`src/rtl/condiciona_sensores.sv`:
```
// -----------------------------------------------------------------------------
// condiciona_sensores
//
// Debounce and chatter supervision for four raw switch inputs
// (bit0 Us, bit1 Ua, bit2 T, bit3 agroDef).
//
// Each raw level is first brought into the clock domain by a two-flop
// synchronizer that runs every clock. A channel's filtered level changes only
// after the synchronized level has disagreed with it for ESTAVEL consecutive
// tick samples. A transition that starts and is then abandoned before
// completing counts as a bounce. LIMITE_OSC bounces without an intervening
// completed transition latch that channel's fault flag until reset. Filtering
// continues normally on a faulted channel.
//
// Ports
//   clockPlaca   in   1  system clock, rising edge
//   resetN       in   1  synchronous, active-low reset
//   tick         in   1  single-cycle sample enable; filters advance only here
//   sensores_in  in   4  raw asynchronous switch levels
//   sensores_out out  4  debounced levels, same bit order
//   mudou        out  1  one-clock pulse after any sensores_out bit changed
//   falha        out  4  sticky per-channel chatter fault
// -----------------------------------------------------------------------------
module condiciona_sensores #(
    parameter int ESTAVEL    = 8,   // legal range 2..15
    parameter int LIMITE_OSC = 15   // legal range 1..15
) (
    input  logic       clockPlaca,
    input  logic       resetN,
    input  logic       tick,
    input  logic [3:0] sensores_in,
    output logic [3:0] sensores_out,
    output logic       mudou,
    output logic [3:0] falha
);

    localparam int         NUM_CANAIS = 4;
    localparam logic [3:0] CNT_TOP    = 4'(ESTAVEL - 1);
    localparam logic [3:0] OSC_LIM    = 4'(LIMITE_OSC);
    localparam logic [3:0] OSC_MAX    = 4'hF;

    // Two-flop synchronizer; sync2_reg is the level the filters look at.
    logic [3:0] sync1_reg;
    logic [3:0] sync2_reg;

    // Per-channel results gathered into vectors.
    logic [3:0] out_bits;
    logic [3:0] falha_bits;
    logic [3:0] change_bits;

    logic mudou_reg;

    always_ff @(posedge clockPlaca) begin
        if (!resetN) begin
            sync1_reg <= 4'b0000;
            sync2_reg <= 4'b0000;
        end else begin
            sync1_reg <= sensores_in;
            sync2_reg <= sync1_reg;
        end
    end

    genvar gi;
    generate
        for (gi = 0; gi < NUM_CANAIS; gi = gi + 1) begin : g_canal
            logic [3:0] cnt_reg;
            logic [3:0] cnt_next;
            logic [3:0] osc_reg;
            logic [3:0] osc_next;
            logic       out_reg;
            logic       out_next;
            logic       falha_reg;
            logic       falha_next;
            logic       differs;
            logic       at_top;

            assign differs = sync2_reg[gi] ^ out_reg;
            // >= rather than == keeps the counter from ever running past the
            // commit point, so it can never wrap.
            assign at_top  = (cnt_reg >= CNT_TOP);

            always_comb begin
                cnt_next   = cnt_reg;
                osc_next   = osc_reg;
                out_next   = out_reg;
                falha_next = falha_reg;
                if (tick) begin
                    if (differs) begin
                        if (at_top) begin
                            // Stable long enough: commit the new level.
                            out_next = sync2_reg[gi];
                            cnt_next = 4'd0;
                            osc_next = 4'd0;
                        end else begin
                            cnt_next = cnt_reg + 4'd1;
                        end
                    end else if (cnt_reg != 4'd0) begin
                        // Input went back before committing: a bounce.
                        cnt_next = 4'd0;
                        if (osc_reg != OSC_MAX) begin
                            osc_next = osc_reg + 4'd1;
                        end
                    end
                    // Checked against the updated count so the flag sets on
                    // the same edge the limit is reached.
                    if (osc_next >= OSC_LIM) begin
                        falha_next = 1'b1;
                    end
                end
            end

            always_ff @(posedge clockPlaca) begin
                if (!resetN) begin
                    cnt_reg   <= 4'd0;
                    osc_reg   <= 4'd0;
                    out_reg   <= 1'b0;
                    falha_reg <= 1'b0;
                end else begin
                    cnt_reg   <= cnt_next;
                    osc_reg   <= osc_next;
                    out_reg   <= out_next;
                    falha_reg <= falha_next;
                end
            end

            assign out_bits[gi]    = out_reg;
            assign falha_bits[gi]  = falha_reg;
            assign change_bits[gi] = out_next ^ out_reg;
        end
    endgenerate

    // Registered together with the output bits, so the pulse occupies exactly
    // the clock after the edge that changed them; several channels changing
    // together still produce one pulse.
    always_ff @(posedge clockPlaca) begin
        if (!resetN) begin
            mudou_reg <= 1'b0;
        end else begin
            mudou_reg <= |change_bits;
        end
    end

    assign sensores_out = out_bits;
    assign falha        = falha_bits;
    assign mudou        = mudou_reg;

endmodule

```
`config.mk`:
```
export PLATFORM = sky130hd
export DESIGN_NAME = condiciona_sensores
export DESIGN_NICKNAME = d
export VERILOG_FILES = /design/src/rtl/condiciona_sensores.sv
export SDC_FILE = /design/constraint.sdc
export NUM_CORES = 1
export LEC_CHECK = 0
export ABC_AREA = 1
export CAP_MARGIN = 30
export CORE_ASPECT_RATIO = 1.2
export CORE_MARGIN = 1.5
export CORE_UTILIZATION = 50
export CTS_BUF_LIST = sky130_fd_sc_hd__clkbuf_16
export DETAILED_ROUTE_END_ITERATION = 7
export GPL_ROUTABILITY_DRIVEN = 1
export PLACE_DENSITY = 0.69
export REMOVE_ABC_BUFFERS = 1
export SYNTH_ARGS = -nofsm -noshare
export SYNTH_HDL_FRONTEND = slang
export SYNTH_SLANG_ARGS = --single-unit
```
`constraint.sdc`:
```
create_clock -name clockPlaca -period 1.6 [get_ports clockPlaca]
set_input_delay 0.24 -clock clockPlaca [delete_from_list [all_inputs] [get_ports clockPlaca]]
set_output_delay 0.24 -clock clockPlaca [all_outputs]
set_load 0.01 [all_outputs]
```
# Yosys cells after proc, flatten, opt, wreduce, memory -nomap -nowiden
# Index checks and enable logic that the tools add are counted.
[totals]
regBits = 49
in_bits = 7
wordCells = 108
[op_classes]
n_addsub = 8
n_lt_le_gt_ge = 8
eq_ne = 4
n_mux = 44
bitwise = 8
reduce_logical = 17
[op_table]
columns = ["cell", "n"]
rows = [
  ["two-way mux 4 bit", 32],
  ["adder 4 x 1 -> 4 bit (second input constant)", 8],
  [">= comparator 4 x 3 -> 1 bit (second input constant)", 4],
  [">= comparator 4 bit (second input constant)", 4],
  ["!= test 4 bit (second input constant)", 4],
  ["AND reduction 2 bit", 8],
  ["nonzero test 4 bit", 4],
  ["two-way mux 1 bit", 12],
  ["nonzero test 2 bit", 4],
  ["XOR 1 bit", 8],
  ["OR reduction 4 bit", 1],
]

# Logic depth before layout (Yosys ltp)
# Gate-level depths: netlist (run 1).
[depth]
word_depth = 7
mapped_depth = 10
depth_no_buf = 10

# Worst setup path after synthesis (run 1)
# No wires, ideal clock.
[synth_path]
path_kind = "register to register"
from = "reg g_canal[2].cnt_reg[0]"
to = "reg g_canal[2].falha_reg"
t_arrival_ns = 1.212
required_ns = 1.481
path_slack_ns = 0.269
stages_incl_launch_ff = 11
path_buffers = 0
path_cell_list = "dfxtp_1 -> inv_1 -> ha_1 -> nand2_1 -> nand2_1 -> nor2_1 -> nand2_1 -> nand3_1 -> nor2_1 -> nand2_1 -> a21oi_2"
[synth_between]
elab_chain_cells = 6
elab_cells_between_ends = 8
[synth_rtl]
columns = ["element", "line_no", "rtl"]
rows = [
  ["start: declaration", "66", "logic [3:0] cnt_reg;"],
  ["start signal: assignment", "119", "cnt_reg <= cnt_next;"],
  [">= comparator 4 x 3 -> 1 bit / nonzero test 4 bit (equally long branches)", "80, 97", ""],
  ["two-way mux 4 bit, on equally long branches", "89, 97", ""],
  ["two-way mux 4 bit (*)", "88", "if (differs) begin"],
  ["two-way mux 4 bit (*)", "87", "if (tick) begin"],
  [">= comparator 4 bit (*)", "106", "if (osc_next >= OSC_LIM) begin"],
  ["AND reduction 2 bit (no source line) (*)", "-", ""],
  ["end signal: assignment", "122", "falha_reg <= falha_next;"],
  ["end: declaration", "72", "logic falha_reg;"],
]
# Mark *: on every way between the ends. The rest lies on a longest branch, timed or not. The select of a mux whose other input is x is not followed.
# A chain may end at the register's enable or synchronous reset.

# Final worst setup path (run 1)
[layout_path]
from = "reg g_canal[2].out_reg"
to = "out sensores_out[2]"
[layout_lines]
columns = ["element", "line_no", "rtl"]
rows = [
  ["start: declaration", "70", "logic out_reg;"],
  ["start signal: assignment", "121", "out_reg <= out_next;"],
  ["end: declaration", "32", "output logic [3:0] sensores_out,"],
]
# No word-level cell between the ends.

==> impl_results.md, run 1 <==
- CP delay by family, top: buffers and inverters
- Final Util: 0.5948
- Core area: 5370 um2
- Vias in the first global route: 2334
- Hold Vio Cnt, Final: 0
- Int Power: about 0.0022 W
- Top-area cell type share of the netlist area: 0.3471
- Worst-Skew Late Latency: 280 ps
- CTS tree: yes
- Gates resized, CTS repair: 0
- Comb pwr share: 0.156
- CP max-delay cell: clkdlybuf4s50_1
- Final net count: 459
- Post-CTS setup buffers: 0
- Rows: 29
- Die Height: 85.36 um
- Max VDD drop: 649.0 uV
- Antenna viol nets, final: 0
- Clock Power Share: 0.394
- Post-synthesis sequential area ratio: 0.3471
- Inserted Clock Buffers: 5
- Yosys warnings: 0
- # setup viols final: 0
- FF+latch area: 980.9 um2
- Cts hold-fix bufs: 0
- Setup Crit Path Kind: reg2out
- M1 GR Usage: 0.2351
- Min-delay worst type: reg2reg
- Grt met3 use: 0.03088
- Io pins: 16
- DRC viols: 0
- DP Worst Slack: 54.39 ps
- NetSw: 0.0007732 W
- DR WL/cell: 11.57 um
- Post-synthesis register bit count: 49
- Register-to-Register Path Depth: 10
- Hold Slack: 409.7 ps
- Via Count: 2587
- CP required: 1360 ps
- First-pass GRT wire length: around 9.9 mm
- Pins Over Slew Limit: 0
- Area Overhead vs Synth: 13.01%
- Ant. Diodes: 0
- Status: finished clean
- Initial Utilization: 0.5263
- Routability cong.: 0.8537
- Gr usage total: 0.1994
- FILL cells: 498
- Hold Crit Depth: 2
- Clk pin slew, worst setup/hold paths: 60 ps
- Syn Area/Cell: 6.588 um2
- Data arrival time of the critical path: 1300 ps
- Synth Instances: 429
- Pin count of the biggest net entering global routing: 27
- Multi-input logic area: approximately 1500 um2
- Worst Path Buf+Inv: 1
- Min cycle time layout: 1542 ps
- Met2 Usage GRT: 0.3552
- Slowest stage delay, CP: 580 ps
- Share of cells above drive strength 1: 0.07937
- Area leader, netlist: dfxtp_1
- Vias per cell: ~5.1
- Yosys cell types: 31
- Peak Freq: 648.5 MHz
- RSZ-0062 raised after global routing: false
- Die ar.: roughly 6100 um2
- Ranking of synthesized cells by area: dfxtp_1 35%, nand2_1 17%, inv_1 9.0%
- Setup crit start kind: flip-flop
- H-tree level count: 2
- Final WL: 5.820 mm
- Port buffer count: 15
- Detailed Place HPWL: 4.156 mm
- Crit-path cells: clkdlybuf4s50_1
- Nature of the critical path endpoint: primary output
- Iteration count of the initial detailed-routing pass: 6
- Clock Skew: between 2 and 2.5 ps
- Max Root-Sink Buffers: 2
- DIE WIDTH: 71.64 um
- Global route hottest layer: met2
- Max-cap violations: 0
- CTS root buffer: clkbuf_16
- Grt total ovfl: 0
- TNS Setup: 0 ps
- Switching Fraction: 0.2618
- Pleak: 1.416 nW
- Worst Setup Slack, final: 57.92 ps
- DRT iter0 DRCs: around 130
- CTS Sinks: 49
- Post-Syn Area: 2826 um2
- Fin crit share: 0.9638
- Sequential Power Share: 0.450
- Antenna violations before repair: 0
- Least-Margin Pin Slew: 280.9 ps
- Worst slew margin: 0.8114
- Cell count along the critical path: 1
- Cell Pwr Density: about 920 nW/um2
- Crit path max fanout: 5
## routing by layer
| metal | vias up | part of all wire | wire (um) |
|---|---|---|---|
| met1 | 1160 | 0.46 | 2652 |
| li1 | 1377 | - | - |
| met3 | 9 | 0.029 | 171 |
| met4 | 0 | 0.018 | 103 |
| met2 | 41 | 0.50 | 2892 |
| met5 | - | 0 | 0 |
## path summary, 6_finish.rpt
check / endpoint / slack (ps) / startpoint
min: sync2_reg[1]$_SDFF_PN0_ / 410 / sync1_reg[1]$_SDFF_PN0_
min reg2reg: sync2_reg[1]$_SDFF_PN0_ / 410 / sync1_reg[1]$_SDFF_PN0_
max: sensores_out[2] / 60 / g_canal[2].out_reg$_SDFF_PN0_
max reg2reg: g_canal[2].falha_reg$_SDFFE_PN0P_ / 120 / g_canal[2].cnt_reg[0]$_SDFFE_PN0P_
## through the flow
stage	instances	power [W]	area, um2
floorplan	412	0.001673	2730
global placement	495	0.001797	3015
detailed placement	495	0.001809	3015
CTS	503	0.002966	3178
global route	503	0.003096	3194
finish	503	0.002953	3194
## area by class of cell
| cell class | count | area share |
|---|---|---|
| multi-input combinational | 293 | 0.4704 |
| sequential | 49 | 0.3071 |
| inverter | 70 | 0.08226 |
| timing repair buffer | 21 | 0.06502 |
| clock buffer | 5 | 0.03917 |
| tap | 62 | 0.02429 |
| clock inverter | 3 | 0.01175 |
## power by group through the flow
stage          registers, W  logic (W)  clock network, W
2_1_floorplan       0.00134   0.000328                 0
3_3_place_gp        0.00135   0.000443                 0
3_5_place_dp        0.00136   0.000452                 0
4_1_cts             0.00133   0.000456           0.00118
5_1_grt             0.00134   0.000526           0.00123
6_report            0.00133   0.000461           0.00116
## worst min-delay path, stage by stage (launching register included)
cell	delay, ps
dfxtp_1	300
nand2_1	50
inv_1	30
## synthesized netlist by cell type
library cell  number
xnor2_2            1
a311oi_1           1
a211oi_2           1
o21ai_0           11
buf_2              2
a31oi_1            2
clkbuf_1           6
o21ai_1            3
nor2_1            28
nor2_4             4
ha_1              12
a21oi_1           39
a41oi_1            1
a31oi_4            1
clkinv_1           1
nor2_2             1
nand4_1            2
xnor2_1            2
nand2_1          125
buf_4              8
inv_2              1
nand2_2            3
o21ai_2            3
dfxtp_1           49
nor3_1            10
o211ai_1           4
buf_1              1
a211oi_1           3
inv_1             68
a21oi_2            2
nand3_1           34
## cell usage in the layout (no fill, tap or decap), types with 5 or more instances in the layout
master and n:
nor3_1 10, nand2_2 7, nand3_1 34, clkbuf_16 5, o21ai_0 11, inv_1 69, nand2_1 121, clkdlybuf4s50_1 15
dfxtp_1 49, nor2_1 27, a21oi_1 38, buf_4 5, ha_1 12
## cell families (layout without fill, tap and decap cells)
group / count (synthesis) / count (layout) / share of synthesized area
and+or+nand+nor: 207 / 207 / 0.3103
adders and majority gates: 12 / 12 / 0.05312
xor gates and xnor gates: 3 / 3 / 0.01195
buffers and inverters: 87 / 99 / 0.1270
DFF: 49 / 49 / 0.3471
AOI/OAI and AO/OA: 71 / 71 / 0.1505
Power figures use the tool's default switching activity.
==> run 2: changes to the inputs <==
- CORE_UTILIZATION: 50 -> 25
- PLACE_DENSITY: 0.69 -> not set
==> run 2 against run 1 <==
Sequential share of layout area down 0.72 points. Critical path depth is the same. Hold slack improved by 2.0 ps. Final area grew 2.5%. Count of clock-buffer cells in the layout unchanged. Total power down 4.9%. Global-route usage decreased by 8.7 points. Final cell count up 14%. Critical path type unchanged.
==> impl_results.md, run 2 (synthesis results as in run 1) <==
- Status: finished clean (unchanged)
- DIE WIDTH: 100.1 um (was 71.64 um)
- Peak Freq: 663.2 MHz (was 648.5 MHz)
- Port buffer count: 15 (unchanged)
- Worst slew margin: 0.7993 (was 0.8114)
- CTS root buffer: clkbuf_16 (unchanged)
- Min cycle time layout: 1508 ps (was 1542 ps)
- CP max-delay cell: clkdlybuf4s50_1 (unchanged)
- FILL cells: 1194 (was 498)
- Slowest stage delay, CP: 570 ps (was 580 ps)
- First-pass GRT wire length: 10.82 mm (was 9.908 mm)
- Nature of the critical path endpoint: primary output (unchanged)
- Grt met3 use: 0.02700 (was 0.03088)
- Clock Skew: 4.931 ps (was 2.443 ps)
- Max VDD drop: 369.7 uV (was 649.0 uV)
- Data arrival time of the critical path: 1270 ps (was 1300 ps)
- RSZ-0062 raised after global routing: true (was false)
- Io pins: 16 (unchanged)
- Antenna viol nets, final: 0 (unchanged)
- Cell Pwr Density: 857.3 nW/um2 (was 924.5 nW/um2)
- Commonest cells after routing, fill and taps aside: 120 x nand2_1, 68 x inv_1, 48 x dfxtp_1, 38 x a21oi_1, 34 x nand3_1 (was 121 x nand2_1, 69 x inv_1, 49 x dfxtp_1, 38 x a21oi_1, 34 x nand3_1)
- Iteration count of the initial detailed-routing pass: 4 (was 6)
- M1 GR Usage: 0.1292 (was 0.2351)
- H-tree level count: 2 (unchanged)
- Reg2reg start: g_canal[2].cnt_reg[0]$_SDFFE_PN0P_ (unchanged)
- Hold Crit Depth: 2 (unchanged)
- Routability cong.: 0.8732 (was 0.8537)
- Worst Hold Launch: sync1_reg[3]$_SDFF_PN0_ (was sync1_reg[1]$_SDFF_PN0_)
- Final net count: 462 (was 459)
- Crit Reg-Reg Endpoint: g_canal[2].falha_reg$_SDFFE_PN0P_ (unchanged)
- CTS Sinks: 49 (unchanged)
- Grt total ovfl: 0 (unchanged)
- Fin crit share: 0.9424 (was 0.9638)
- Crit-path cells: clkdlybuf4s50_1 (unchanged)
- Inserted Clock Buffers: 5 (unchanged)
- Share of cells above drive strength 1: 0.08804 (was 0.07937)
- Hold Vio Cnt, Final: 0 (unchanged)
- Worst hold path endpoint: sync2_reg[3]$_SDFF_PN0_ (was sync2_reg[1]$_SDFF_PN0_)
- Max-cap violations: 0 (unchanged)
- Die ar.: 11960 um2 (was 6115 um2)
- Initial Utilization: 0.2561 (was 0.5263)
- Pins Over Slew Limit: 0 (unchanged)
- Multi-input logic area: 1503 um2 (unchanged)
- DRT iter0 DRCs: 184 (was 129)
- CP delay by family, top: buffers and inverters (unchanged)
- Detailed Place HPWL: 4.750 mm (was 4.156 mm)
- Met2 Usage GRT: 0.1986 (was 0.3552)
- Setup Crit Path Kind: reg2out (unchanged)
- Global route hottest layer: met2 (unchanged)
- Min-delay worst type: reg2reg (unchanged)
- FF+latch area: 982.2 um2 (was 980.9 um2)
- Final WL: 6.317 mm (was 5.820 mm)
- Pleak: 1.417 nW (was 1.416 nW)
- Gr usage total: 0.1125 (was 0.1994)
- DRC viols: 0 (unchanged)
- Register-to-Register Path Depth: 9 (was 10)
- DR WL/cell: 10.99 um (was 11.57 um)
- Clk pin slew, worst setup/hold paths: 60 ps (about the same)
- Hold Slack: 411.7 ps (was 409.7 ps)
- Leading cell type in the layout, fill and taps excluded: nand2_1 (unchanged)
- Area Overhead vs Synth: 15.89% (was 13.01%)
- Via Count: 2620 (was 2587)
- Core area: 11040 um2 (was 5370 um2)
- R2R setup slack: 140 ps (was 120 ps)
- Final Util: 0.2968 (was 0.5948)
- Setup crit start kind: flip-flop (unchanged)
- Worst-Skew Late Latency: 280 ps (about the same)
- Antenna violations before repair: 0 (unchanged)
- Vias per cell: 4.557 (was 5.143)
- Ant. Diodes: 0 (unchanged)
- Die Height: 119.5 um (was 85.36 um)
- # setup viols final: 0 (unchanged)
- Least-Margin Pin Slew: 299.5 ps (was 280.9 ps)
- Max Root-Sink Buffers: 2 (unchanged)
- Worst Path Buf+Inv: 1 (unchanged)
- Vias in the first global route: 2463 (was 2334)
- CTS tree: yes (unchanged)
- Crit path max fanout: 5 (unchanged)
- Rows: 42 (was 29)
- Cts hold-fix bufs: 0 (unchanged)
- Pin count of the biggest net entering global routing: 23 (was 27)
- CP required: 1360 ps (about the same)
[run 2: power breakdown]
group	leakage (nW)	internal [W]	switching [W]
combinational	0.947	0.000187	0.000293
sequential	0.401	0.00128	0.0000526
clock	0.0685	0.000560	0.000438
total	1.42	0.00203	0.000783
[run 2: final cells by class]
cell class,count,share of cell area
clock inverters,2,0.002292
multi-input cells,293,0.4587
inverters,70,0.08021
well taps,132,0.05042
repair buffers,24,0.07028
flip-flops and latches,49,0.2998
clock buffers,5,0.03820
[run 2: timing repair]
| action | 4_1_cts | 5_1_grt |
|---|---|---|
| buffers inserted | 0 | 2 |
| setup endpoints to repair | 1 | 7 |
| pin swaps | 0 | 0 |
| resized for setup | 1 | 7 |
[run 2: worst max-delay path by stage]
stage               slack, ps  cells after the start                          startpoint                                end
global placement           80                      7                                tick  g_canal[2].falha_reg$_SDFFE_PN0P_
finish                     90                      1       g_canal[0].out_reg$_SDFF_PN0_                    sensores_out[0]
global route               -5                      9  g_canal[1].cnt_reg[0]$_SDFFE_PN0P_  g_canal[1].falha_reg$_SDFFE_PN0P_
detailed placement         40                      7                                tick  g_canal[3].falha_reg$_SDFFE_PN0P_
floorplan                 250                     10  g_canal[2].cnt_reg[0]$_SDFFE_PN0P_  g_canal[2].falha_reg$_SDFFE_PN0P_
CTS                        80                      1       g_canal[3].out_reg$_SDFF_PN0_                    sensores_out[3]
[run 2: routing by layer]
layer	share of wire	up-vias
li1	-	1383
met1	0.45	1197
met2	0.50	32
met3	0.030	8
met4	0.016	0
met5	0	-
[run 2: metrics by stage]
step	power (W)	setup WS, ps	setup TNS [ps]	cells	cell area (um2)
after floorplan	0.001673	247.7	0	412	2730
after global placement	0.001802	81.48	0	566	3110
after detailed placement	0.001817	40.37	0	566	3110
after CTS	0.002826	80.84	0	573	3244
after global routing	0.002975	-4.882	-4.882	575	3276
final	0.002808	92.20	0	575	3276
==> run 3: changes to the inputs <==
- CORE_MARGIN: 1.5 -> not set
==> run 3 against run 2 <==
Hold slack gained 0.59 ps. Via count shrank 0.34%. Sequential share of layout area shrank 0.15 points. Flip-flop and latch count is the same. Critical path depth is the same. First-iteration DRC count grew 8.2%. Maximum frequency grew 0.50%. Clock skew grew 1.5 ps. Non-clock buffer count is the same. Critical path type unchanged. Largest power group unchanged.
==> impl_results.md, run 3 (synthesis results as in run 1) <==
- Cell Pwr Density: 859.9 nW/um2 (was 857.3 nW/um2)
- Via Count: 2611 (was 2620)
- Max Root-Sink Buffers: 2 (unchanged)
- Die Height: 118.5 um (was 119.5 um)
- DRC viols: 0 (unchanged)
- Layout Cells excl Fill: 576 (was 575)
- Antenna violations before repair: 0 (unchanged)
- Crit-path cells: clkdlybuf4s50_1 (unchanged)
- Final Util: 0.2999 (was 0.2968)
- Slowest stage delay, CP: 570 ps (about the same)
- CP required: 1360 ps (about the same)
- Final net count: 462 (unchanged)
- CTS root buffer: clkbuf_16 (unchanged)
- Max-cap violations: 0 (unchanged)
- DR WL/cell: 10.92 um (was 10.99 um)
- Worst Path Buf+Inv: 1 (unchanged)
- Worst-Skew Late Latency: 290 ps (was 280 ps)
- Inserted Clock Buffers: 5 (unchanged)
- First-pass GRT wire length: 11.07 mm (was 10.82 mm)
- Vias in the first global route: 2527 (was 2463)
- Worst slew margin: 0.7708 (was 0.7993)
- DIE WIDTH: 99.07 um (was 100.1 um)
- Vias per cell: 4.533 (was 4.557)
- Ant. Diodes: 0 (unchanged)
- Core area: 11040 um2 (unchanged)
- Data arrival time of the critical path: 1260 ps (was 1270 ps)
- CTS Sinks: 49 (unchanged)
- DP Worst Slack: 43.79 ps (was 40.37 ps)
- Fin crit share: 0.9377 (was 0.9424)
- Port buffer count: 15 (unchanged)
- Setup Crit Path Kind: reg2out (unchanged)
- Least-Margin Pin Slew: 341.4 ps (was 299.5 ps)
- Nature of the critical path endpoint: primary output (unchanged)
- Setup crit start kind: flip-flop (unchanged)
- Area Overhead vs Synth: 17.09% (was 15.89%)
- Post-Place Cells: 568 (was 566)
- Cts hold-fix bufs: 0 (unchanged)
- Clk pin slew, worst setup/hold paths: 60 ps (about the same)
- Clock Skew: 6.403 ps (was 4.931 ps)
- Peak Freq: 666.5 MHz (was 663.2 MHz)
- Routability cong.: 0.8638 (was 0.8732)
- CP delay by family, top: buffers and inverters (unchanged)
- Commonest cells after routing, fill and taps aside: 121 x nand2_1, 68 x inv_1, 44 x dfxtp_1, 38 x a21oi_1, 32 x nand3_1 (was 120 x nand2_1, 68 x inv_1, 48 x dfxtp_1, 38 x a21oi_1, 34 x nand3_1)
- Final WL: 6.289 mm (was 6.317 mm)
- CP max-delay cell: clkdlybuf4s50_1 (unchanged)
- Leading cell type in the layout, fill and taps excluded: nand2_1 (unchanged)
- Grt total ovfl: 0 (unchanged)
- Gr usage total: 0.1158 (was 0.1125)
- Antenna viol nets, final: 0 (unchanged)
- Detailed Place HPWL: 4.565 mm (was 4.750 mm)
- Iteration count of the initial detailed-routing pass: 5 (was 4)
- Status: finished clean (unchanged)
- # setup viols final: 0 (unchanged)
- Initial Utilization: 0.2561 (unchanged)
- Pleak: 1.442 nW (was 1.417 nW)
- Pin count of the biggest net entering global routing: 23 (unchanged)
- Die ar.: 11740 um2 (was 11960 um2)
- Worst Setup Slack, final: 99.65 ps (was 92.20 ps)
- DRT iter0 DRCs: 199 (was 184)
- CTS tree: yes (unchanged)
- Io pins: 16 (unchanged)
- Max VDD drop: 461.9 uV (was 369.7 uV)
- Pins Over Slew Limit: 0 (unchanged)
- Min-delay worst type: reg2reg (unchanged)
- Share of cells above drive strength 1: 0.1104 (was 0.08804)
- Min cycle time layout: 1500 ps (was 1508 ps)
- Crit path max fanout: 5 (unchanged)
- H-tree level count: 2 (unchanged)
- Hold Vio Cnt, Final: 0 (unchanged)
- Rows: 42 (unchanged)
## run 3: changes by cell type in the layout (fill, tap and decap cells not counted), sizes merged
| cell | previous run | this run |
|---|---|---|
| clkdlybuf4s50 | 15 | 14 |
| clkinv | 2 | 3 |
| dlymetal6s2s | 0 | 1 |
## run 3: final cells by class
| cell class | instances | area [um2] |
|---|---|---|
| inverter | 70 | 262.8 |
| timing repair buffer | 24 | 232.7 |
| clock buffer | 5 | 125.1 |
| multi-input combinational | 293 | 1523 |
| fill | 1181 | 7726 |
| sequential | 49 | 987.2 |
| tap | 132 | 165.2 |
| clock inverter | 3 | 13.76 |
## run 3: metrics by stage
stage	cell area [um2]	power [W]	setup TNS (ps)	hold WS [ps]
floorplan	2730	0.001673	0	333.5
global placement	3126	0.001807	0	400.2
detailed placement	3126	0.001818	0	398.2
CTS	3266	0.002861	0	415.5
global route	3309	0.003009	-3.912	436.1
finish	3309	0.002846	0	412.3
## run 3: timing repair
item | in CTS | in global routing
pin swaps | 0 | 3
resized for setup | 1 | 17
endpoints found under the setup margin | 1 | 6
buffers inserted | 0 | 0
gates cloned | 0 | 0
## run 3: path summary, 6_finish.rpt
kind | from | endpoint | slack, ps | depth (start not counted)
worst max-delay path | g_canal[1].out_reg$_SDFF_PN0_ | sensores_out[1] | 100 | 1
worst min-delay path | sync1_reg[1]$_SDFF_PN0_ | sync2_reg[1]$_SDFF_PN0_ | 410 | 2
worst max register to register | g_canal[1].cnt_reg[1]$_SDFFE_PN0P_ | g_canal[1].osc_reg[2]$_SDFFE_PN0P_ | 150 | 10
worst min register to register | sync1_reg[1]$_SDFF_PN0_ | sync2_reg[1]$_SDFF_PN0_ | 410 | 2
## run 3: power by group
| part | total (W) | switching, W | internal [W] | leakage, nW |
|---|---|---|---|---|
| Combinational | 0.000473 | 0.000291 | 0.000182 | 0.964 |
| Sequential | 0.00133 | 0.0000539 | 0.00128 | 0.402 |
| Clock | 0.00104 | 0.000470 | 0.000569 | 0.0748 |
## run 3: layer usage
| metal | GRT usage | up-vias | wire (um) |
|---|---|---|---|
| met5 | 0 | - | 0 |
| met4 | 0.04688 | 0 | 104 |
| met3 | 0.02839 | 8 | 213 |
| met2 | 0.1976 | 41 | 2998 |
| met1 | 0.1381 | 1177 | 2972 |
| li1 | - | 1385 | - |
